**src/rtl/srd_rst_pkg.sv**
```systemverilog
// Shared types and helpers for the SRD reset-request responder.
package srd_rst_pkg;

  typedef enum logic [1:0] {
    RUN     = 2'd0,
    ASSERT  = 2'd1,
    ACK     = 2'd2,
    RELEASE = 2'd3
  } rst_resp_state_e;

  // Counter width that covers both the hold count and the ready timeout.
  function automatic int cnt_w(input int hold, input int tmo);
    int m;
    m = (hold > tmo) ? hold : tmo;
    return $clog2(m + 1);
  endfunction

endpackage

```
**src/rtl/eth_f_altera_std_synchronizer_nocut.sv**
```systemverilog
// Multi-flop synchronizer for an asynchronous level; resets to 1 (idle for active-low requests).
module eth_f_altera_std_synchronizer_nocut #(
  parameter int DEPTH = 2
) (
  input  logic i_clk,
  input  logic i_rst,
  input  logic i_d,
  output logic o_q
);

  logic [DEPTH-1:0] sync_q;
  logic [DEPTH-1:0] sync_d;

  always_comb begin
    sync_d = {sync_q[DEPTH-2:0], i_d};
  end

  always_ff @(posedge i_clk) begin
    if (i_rst) begin
      sync_q <= '1;
    end else begin
      sync_q <= sync_d;
    end
  end

  assign o_q = sync_q[DEPTH-1];

endmodule

```
**src/rtl/srd_rst_resp_fsm.sv**
```systemverilog
// One channel of the reset responder: holds the datapath in reset, acks, then waits for ready.
module srd_rst_resp_fsm
  import srd_rst_pkg::*;
#(
  parameter int RST_HOLD_CYC  = 16,
  parameter int READY_TIMEOUT = 1023
) (
  input  logic            i_clk,
  input  logic            i_rst,
  input  logic            i_req,
  input  logic            i_ready,
  output logic            o_dp_rst,
  output logic            o_ack_n,
  output logic            o_timeout,
  output rst_resp_state_e o_state
);

  localparam int CW = cnt_w(RST_HOLD_CYC, READY_TIMEOUT);
  localparam logic [CW-1:0] HOLD_LAST = CW'(RST_HOLD_CYC - 1);
  localparam logic [CW-1:0] TMO_LAST  = CW'(READY_TIMEOUT - 1);

  rst_resp_state_e state_q, state_d;
  logic [CW-1:0]   cnt_q, cnt_d;
  logic            dp_rst_q, dp_rst_d;
  logic            ack_n_q, ack_n_d;
  logic            timeout_q, timeout_d;

  always_comb begin
    state_d   = state_q;
    timeout_d = timeout_q;
    case (state_q)
      RUN:     if (i_req) state_d = ASSERT;
      ASSERT:  if (cnt_q == HOLD_LAST) state_d = i_req ? ACK : RELEASE;
      ACK:     if (!i_req) state_d = RELEASE;
      RELEASE: begin
        // A fresh request beats a same-cycle ready.
        if (i_req) begin
          state_d = ASSERT;
        end else if (i_ready) begin
          state_d = RUN;
        end else if (cnt_q == TMO_LAST) begin
          state_d   = RUN;
          timeout_d = 1'b1;
        end
      end
      default: state_d = ASSERT;
    endcase

    if (state_d != state_q) begin
      cnt_d = '0;
    end else if (cnt_q == {CW{1'b1}}) begin
      cnt_d = cnt_q;
    end else begin
      cnt_d = cnt_q + CW'(1);
    end

    dp_rst_d = (state_d == ASSERT) || (state_d == ACK);

    // RELEASE keeps whatever ack it inherited, so a withdrawn request never pulses the ack.
    case (state_d)
      ACK:     ack_n_d = 1'b0;
      RELEASE: ack_n_d = ack_n_q;
      default: ack_n_d = 1'b1;
    endcase
  end

  always_ff @(posedge i_clk) begin
    if (i_rst) begin
      state_q   <= ASSERT;
      cnt_q     <= '0;
      dp_rst_q  <= 1'b1;
      ack_n_q   <= 1'b1;
      timeout_q <= 1'b0;
    end else begin
      state_q   <= state_d;
      cnt_q     <= cnt_d;
      dp_rst_q  <= dp_rst_d;
      ack_n_q   <= ack_n_d;
      timeout_q <= timeout_d;
    end
  end

  assign o_dp_rst  = dp_rst_q;
  assign o_ack_n   = ack_n_q;
  assign o_timeout = timeout_q;
  assign o_state   = state_q;

endmodule

```
**src/rtl/srd_rst_ack_resp.sv**
```systemverilog
// SRD reset req/ack responder: synchronizes the three requests, runs a TX and an RX
// channel FSM, and produces the combined full-reset ack.
module srd_rst_ack_resp
  import srd_rst_pkg::*;
#(
  parameter int RST_HOLD_CYC  = 16,
  parameter int READY_TIMEOUT = 1023,
  parameter int SYNC_STAGES   = 2
) (
  input  logic       i_clk,
  input  logic       i_rst,
  input  logic       i_rst_n,
  input  logic       i_tx_rst_n,
  input  logic       i_rx_rst_n,
  input  logic       i_tx_ready,
  input  logic       i_rx_ready,
  output logic       o_rst_ack_n,
  output logic       o_tx_rst_ack_n,
  output logic       o_rx_rst_ack_n,
  output logic       o_tx_dp_rst,
  output logic       o_rx_dp_rst,
  output logic [1:0] o_timeout
);

  logic full_n_s, tx_n_s, rx_n_s;
  logic full_req, tx_req, rx_req;
  logic tx_timeout, rx_timeout;
  rst_resp_state_e tx_state, rx_state;
  logic both_run, both_ack;
  logic full_pend_q, full_pend_d;
  logic rst_ack_n_q, rst_ack_n_d;

  eth_f_altera_std_synchronizer_nocut #(.DEPTH(SYNC_STAGES)) u_sync_full (
    .i_clk(i_clk), .i_rst(i_rst), .i_d(i_rst_n), .o_q(full_n_s)
  );
  eth_f_altera_std_synchronizer_nocut #(.DEPTH(SYNC_STAGES)) u_sync_tx (
    .i_clk(i_clk), .i_rst(i_rst), .i_d(i_tx_rst_n), .o_q(tx_n_s)
  );
  eth_f_altera_std_synchronizer_nocut #(.DEPTH(SYNC_STAGES)) u_sync_rx (
    .i_clk(i_clk), .i_rst(i_rst), .i_d(i_rx_rst_n), .o_q(rx_n_s)
  );

  assign full_req = ~full_n_s;
  assign tx_req   = full_req | ~tx_n_s;
  assign rx_req   = full_req | ~rx_n_s;

  srd_rst_resp_fsm #(.RST_HOLD_CYC(RST_HOLD_CYC), .READY_TIMEOUT(READY_TIMEOUT)) u_tx_fsm (
    .i_clk(i_clk), .i_rst(i_rst), .i_req(tx_req), .i_ready(i_tx_ready),
    .o_dp_rst(o_tx_dp_rst), .o_ack_n(o_tx_rst_ack_n), .o_timeout(tx_timeout), .o_state(tx_state)
  );
  srd_rst_resp_fsm #(.RST_HOLD_CYC(RST_HOLD_CYC), .READY_TIMEOUT(READY_TIMEOUT)) u_rx_fsm (
    .i_clk(i_clk), .i_rst(i_rst), .i_req(rx_req), .i_ready(i_rx_ready),
    .o_dp_rst(o_rx_dp_rst), .o_ack_n(o_rx_rst_ack_n), .o_timeout(rx_timeout), .o_state(rx_state)
  );

  assign both_run = (tx_state == RUN) && (rx_state == RUN);
  assign both_ack = ~o_tx_rst_ack_n & ~o_rx_rst_ack_n;

  // The full ack falls once both channels ack and holds until both are back in RUN.
  always_comb begin
    full_pend_d = full_pend_q;
    if (full_req) begin
      full_pend_d = 1'b1;
    end else if (both_run) begin
      full_pend_d = 1'b0;
    end

    rst_ack_n_d = rst_ack_n_q;
    if (full_pend_q && both_ack) begin
      rst_ack_n_d = 1'b0;
    end else if (!full_pend_q || both_run) begin
      rst_ack_n_d = 1'b1;
    end
  end

  always_ff @(posedge i_clk) begin
    if (i_rst) begin
      full_pend_q <= 1'b0;
      rst_ack_n_q <= 1'b1;
    end else begin
      full_pend_q <= full_pend_d;
      rst_ack_n_q <= rst_ack_n_d;
    end
  end

  assign o_rst_ack_n = rst_ack_n_q;
  assign o_timeout   = {rx_timeout, tx_timeout};

endmodule

```
**config.mk**
```make
export PLATFORM = sky130hd
export DESIGN_NAME = srd_rst_ack_resp
export DESIGN_NICKNAME = d
export VERILOG_FILES = /design/src/rtl/srd_rst_pkg.sv /design/src/rtl/eth_f_altera_std_synchronizer_nocut.sv /design/src/rtl/srd_rst_resp_fsm.sv /design/src/rtl/srd_rst_ack_resp.sv
export SDC_FILE = /design/constraint.sdc
export NUM_CORES = 1
export LEC_CHECK = 0
export CORE_MARGIN = 3
export CORE_UTILIZATION = 36
export CTS_BUF_LIST = sky130_fd_sc_hd__clkbuf_8
export CTS_CLUSTER_DIAMETER = 30
export DETAILED_ROUTE_END_ITERATION = 12
export PLACE_DENSITY_LB_ADDON = 0.2
export SYNTH_ARGS = -nofsm -noshare
export SYNTH_HDL_FRONTEND = slang
export SYNTH_SLANG_ARGS = --single-unit
export TNS_END_PERCENT = 100
```
**constraint.sdc**
```tcl
create_clock -name i_clk -period 2.13 [get_ports i_clk]
set_input_delay 0.3195 -clock i_clk [delete_from_list [all_inputs] [get_ports i_clk]]
set_output_delay 0.3195 -clock i_clk [all_outputs]
set_load 0.05 [all_outputs]
```
* Word-level counts from Yosys, hierarchy flattened
Index checks and enable logic that the tools add are counted.
** Word-level totals
- Flip-flop bits (word level) :: 38
** Cells by class
- $add $sub $neg :: 2
- Equality and inequality tests :: 21
- Muxes and demuxes :: 22
- Bitwise logic cells :: 12
- Reduce and logical (&&, ||, !) cells :: 13
** Operators by type and width (count)
- $eq 10x10->1 const B :: 4
- $mux 2 :: 12
- $add 10x1->10 const B :: 2
- $eq 10x4->1 const B :: 2
- $eq 2x2->1 const B :: 8
- $pmux 2 s4 :: 2
- $not 1->1 :: 9
- $eq 2x1->1 const B :: 4
- $reduce_and 4->1 :: 2
- $mux 1 :: 6
- $logic_not 2->1 :: 2
- $ne 2x2->1 :: 2
- $pmux 1 s2 :: 2
- $reduce_or 2->1 :: 2
- $logic_or 1x1->1 :: 3
- $logic_and 1x1->1 :: 2
- $ne 2x2->1 const B :: 1
- $or 1x1->1 :: 2
- $reduce_bool 2->1 :: 1
- $and 1x1->1 :: 1
- $logic_not 1->1 :: 1

* Depth between registers and ports, before layout
- Depth after elaboration :: 7
- Mapped depth :: 10
- Mapped depth without buffers :: 10

* Cells and area by module
A second synthesis with hierarchy kept.
** Second synthesis, totals
- Cell total of the unflattened synthesis :: 215
- Area total of the unflattened synthesis :: 2119.5 sq um
** By module, submodules not included
- srd_rst_resp_fsm :: instances 2, cells an instance 96, area an instance 930.9 sq um
- eth_f_altera_std_synchronizer_nocut :: instances 3, cells an instance 4, area an instance 52.6 sq um
- srd_rst_ack_resp :: instances 1, cells an instance 11, area an instance 100.1 sq um

* Least setup slack after synthesis
No wires, ideal clock.
- Path kind :: reg2reg
- Start :: reg u_tx_fsm.cnt_q[0]
- End :: reg u_tx_fsm.dp_rst_q, in the netlist u_tx_fsm.o_dp_rst
- Library setup time :: 0.120 ns
- Arrival :: 1.759 ns
- Required time :: 2.010 ns
- Path slack :: 0.251 ns
- Stages on the path, launching flop included :: 9
- Period minus slack after synthesis :: 1.879 ns
- Cell sequence :: dfxtp_1 -> inv_1 -> ha_1 -> and3_1 -> and3_1 -> o221a_2 -> nor2_1 -> ha_1 -> or2_1
** Between the ends
- Cells in the longest elaborated chain, start to end :: 7
- Elaborated cells on any way between the ends :: 10
- Those cells by class :: eq/ne (4); mux (5); reduce/logical (1)
** RTL lines
- start: declaration :: line srd_rst_resp_fsm.sv:23 : logic [CW-1:0] cnt_q, cnt_d;
- start signal: assignment :: line srd_rst_resp_fsm.sv:76 : cnt_q <= cnt_d;
- $eq 10x10->1 :: line srd_rst_resp_fsm.sv:41 : end else if (cnt_q == TMO_LAST) begin
- $mux 2 :: line srd_rst_resp_fsm.sv:41
- $mux 2 :: line srd_rst_resp_fsm.sv:39 : end else if (i_ready) begin
- $mux 2 :: line srd_rst_resp_fsm.sv:37 : if (i_req) begin
- $pmux 2 s4 * :: line srd_rst_resp_fsm.sv:31 : case (state_q)
- named net u_tx_fsm.state_d[1] :: line srd_rst_resp_fsm.sv:22 : rst_resp_state_e state_q, state_d;
- $eq 2x1->1 or $eq 2x2->1 (tied branches) :: line srd_rst_resp_fsm.sv:57 : dp_rst_d = (state_d == ASSERT) || (state_d == ACK);
- $logic_or 1x1->1 * :: line srd_rst_resp_fsm.sv:57
- named net u_tx_fsm.dp_rst_d :: line srd_rst_resp_fsm.sv:24 : logic dp_rst_q, dp_rst_d;
- end signal: assignment :: line srd_rst_resp_fsm.sv:77 : dp_rst_q <= dp_rst_d;
- end: declaration :: line srd_rst_resp_fsm.sv:24
The timed path passes the listed nets; every way through them passes the cells marked *.
A chain may end at the register's enable or synchronous reset.

* Final worst setup path
Same ends and word-level chain as after synthesis.

==> flow_metrics.py <==
metrics = {
    "synth": {
        "synth_ff_type": "dfxtp_1",
        "ys_types": 49,
        "synth_area_um2": 1990,
        "synthCells": 220,
        "synth-seq-area-share_pct": 38.3,
        "yosysWarnings": 0,
        "synth_nets": 235,
        "syn_area_per_cell_um2": 9.03,
        "flop_and_latch_count_out_of_synthesis": 38,
        "synth_enable_flop_cells": 0,
        "async_reset_ff_share_pct": 0,
    },
    "floorplanning": {
        "die_w_um": 80.3,
        "dieArea_um2": 6450,
        "core-area_um2": 5240,
        "floorplan.initialDensity_pct": 37.9,
        "io_pins": 14,
        "die_height_um": 80.3,
        "placementRows": 26,
    },
    "placed_design": {
        "gp_congestion": 0.770,
        "numPortBuffers": 13,
        "place_hpwl_um": 2690,
        "post_dp_cell_area_um2": 2160,
    },
    "critical_path": {
        "worst-setup-path-type": "reg2reg",
        "r2r_slack_ps": 190,
        "critical_path.startpoint_type": "flop",
        "crit_path_end_kind": "flop",
        "worst-endpoint-required_ps": 2330,
        "crit_path_max_fanout": 4,
        "crit_arrival_ps": 2140,
    },
    "timing": {
        "finalSetupTns_ps": 0,
        "slew_viol_final": 0,
        "achievable-frequency_ghz": 0.516,
        "period_share_pct": 91.0,
        "finalSetupViolCount": 0,
        "tightestPinTransition_ps": 494,
        "fin_worst_skew_ps": 12.0,
        "grt_setup_unrepaired": "no",
        "timing.max_slew.rel_slack_pct": 67.0,
        "hold_viol": 0,
        "post-route-min-period_ps": 1940,
    },
    "layout": {
        "filler_cell_count": 532,
        "design_area_um2": 2300,
        "finalNetCount": 248,
        "final_layout_size_suffix_gt1_share_pct": 12.0,
        "antenna_cells_inserted": 0,
        "syn2layout_area_growth_pct": 15.9,
    },
    "grt": {
        "grt_pass1_wl_um": 6730,
        "grt_usage_pct": 13.3,
        "grt_pass1_vias": 1480,
        "grt_antenna_before_repair": 0,
        "maximum_number_of_pins_on_one_net_before_global_route_repair": 29,
        "total_global_routing_overflow": 0,
    },
    "detailed_routing": {
        "ant_nets": 0,
        "drt-total-wl_um": 3830,
        "drt-vias-per-instance": 5.14,
        "drt_first_pass_iters": 4,
        "drt_drc_violations_left": 0,
        "routed-via-count": 1563,
        "drt_wl_cell_um": 12.6,
        "drt_iter0_markers": 69,
    },
    "outcome": {
        "status": "completed",
    },
    "cts": {
        "worst_setup_hold_path_clk_slew_ps": 90,
        "clock_path_buffers": 2,
        "clock-root-buffer": "clkbuf_8",
        "worst_skew_pair.late_latency_ps": 300,
        "h-tree-depth": 2,
        "tritoncts_num_sinks": 38,
        "cts-buffers-inserted": 5,
        "cts_tree": "built",
    },
    "min_path": {
        "hp-class": "reg2reg",
    },
    "run": {
        "max_cap_viol_count": 0,
    },
    "power_and_ir_drop": {
        "leakagePower_uw": 0.000856,
        "ir_drop_uv": 320,
        "power_density_over_cell_area_nw_per_um2": 677,
    },
}
## layer usage
layer | GRT usage [%] | vias up | wire, µm | share of wire (%)
met5 | 0 | - | 0 | 0
met4 | 5.57 | 0 | 70 | 1.8
met3 | 3.92 | 8 | 136 | 3.6
met2 | 19.0 | 20 | 1540 | 40
met1 | 18.5 | 700 | 2080 | 54
li1 | - | 835 | - | -
## sequential cells by signal, indices dropped and copies added, names as in the netlist, 2 cells and up
signal,flops
u_sync_rx.sync_q,2
u_sync_tx.sync_q,2
u_rx_fsm.o_state,2
u_tx_fsm.cnt_q,10
u_rx_fsm.cnt_q,10
u_tx_fsm.o_state,2
u_sync_full.sync_q,2
## cells in the mapped netlist (all sizes together), types with 4 or more instances
cell type / count / area share [%]
ha: 8 / 5.0
a21boi: 4 / 1.7
a31oi: 9 / 2.8
nand2: 6 / 1.1
nor4: 5 / 2.3
nor3: 20 / 5.0
nand3: 10 / 2.5
nand4: 9 / 2.8
nand2b: 7 / 2.2
inv: 7 / 1.3
a21oi: 7 / 2.0
dfxtp: 38 / 38
nor2: 12 / 2.3
or2: 10 / 3.1
xnor2: 6 / 2.6
mux2i: 5 / 2.5
buf: 12 / 4.5
and3: 10 / 3.7
## timing repair
action	in CTS	in global routing
endpoints found under the setup margin	0	1
hold buffers	0	0
resized for setup	0	1
setup buffers	0	0
## kinds of logic after synthesis
| family | count (synthesis) | share of synthesized area [%] |
|---|---|---|
| AND/OR/NAND/NOR | 101 | 29.8 |
| flip-flops | 38 | 38.3 |
| AO/OA/AOI/OAI | 37 | 14.0 |
| buffers and inverters | 22 | 6.36 |
| XOR/XNOR | 9 | 3.97 |
| adder cells (fa/ha/maj) | 8 | 5.04 |
| multiplexers | 5 | 2.52 |
## layout make-up
type	count	area [µm²]	share of cell area, %
Sequential cell	38	762	33.1
Tap cell	70	87.6	3.80
Timing Repair Buffer	21	190	8.26
Clock buffer	5	68.8	2.99
Clock inverter	3	68.8	2.99
Multi-Input combinational cell	160	1100	47.7
Inverter	7	26.3	1.14
## worst paths after layout
check / cells after the start / startpoint / endpoint
max: 8 / u_tx_fsm.cnt_q[0] / u_tx_fsm.o_dp_rst
min reg2reg: 1 / u_sync_tx.sync_q[0] / u_sync_tx.sync_q[1]
min: 1 / u_sync_tx.sync_q[0] / u_sync_tx.sync_q[1]
max reg2reg: 8 / u_tx_fsm.cnt_q[0] / u_tx_fsm.o_dp_rst
## power by group
part / switching (µW) / internal [µW] / total (µW)
combinational: 36.2 / 36.9 / 73.2
clock: 274 / 469 / 743
sequential: 16.4 / 727 / 743
total: 327 / 1230 / 1560
## critical path, stage by stage, from the launching register on
cell and delay, ps:
dfxtp_2 350, inv_1 60, ha_1 180, and3_1 200, and3_1 200, o221a_2 270, nor2_1 140, ha_1 240
or2_1 190
## placed cells by master, fill, tap and decap left out, types with 2 or more instances in the layout
cell type	count
nor2_1	12
dfxtp_1	37
and3_1	8
or2_1	9
a31o_2	2
o211ai_1	2
and3_4	2
a21boi_0	3
a31oi_1	9
clkdlybuf4s50_1	13
nand3_1	10
xnor2_1	6
nor4_1	4
xor2_1	3
mux2i_1	5
inv_1	7
nand4_1	9
and2_1	2
nor2b_1	2
clkbuf_8	5
nand2b_1	7
nand2_1	6
o21ai_0	2
ha_1	8
and3b_1	2
and4_1	2
buf_4	8
a21oi_1	6
nor3_1	20
bufinv_16	2
## per-stage QoR
step / power, µW / instances / util (%) / setup WS [ps] / hold WS, ps
6_report: 1560 / 304 / 44.0 / 191 / 410
5_1_grt: 1630 / 304 / 44.0 / 47.6 / 411
4_1_cts: 1590 / 304 / 44.0 / 147 / 413
3_5_place_dp: 833 / 296 / 41.3 / 153 / 393
3_3_place_gp: 834 / 296 / 41.3 / 177 / 392
2_1_floorplan: 809 / 220 / - / 251 / 383
No activity file was read; power rests on OpenSTA's default activity.
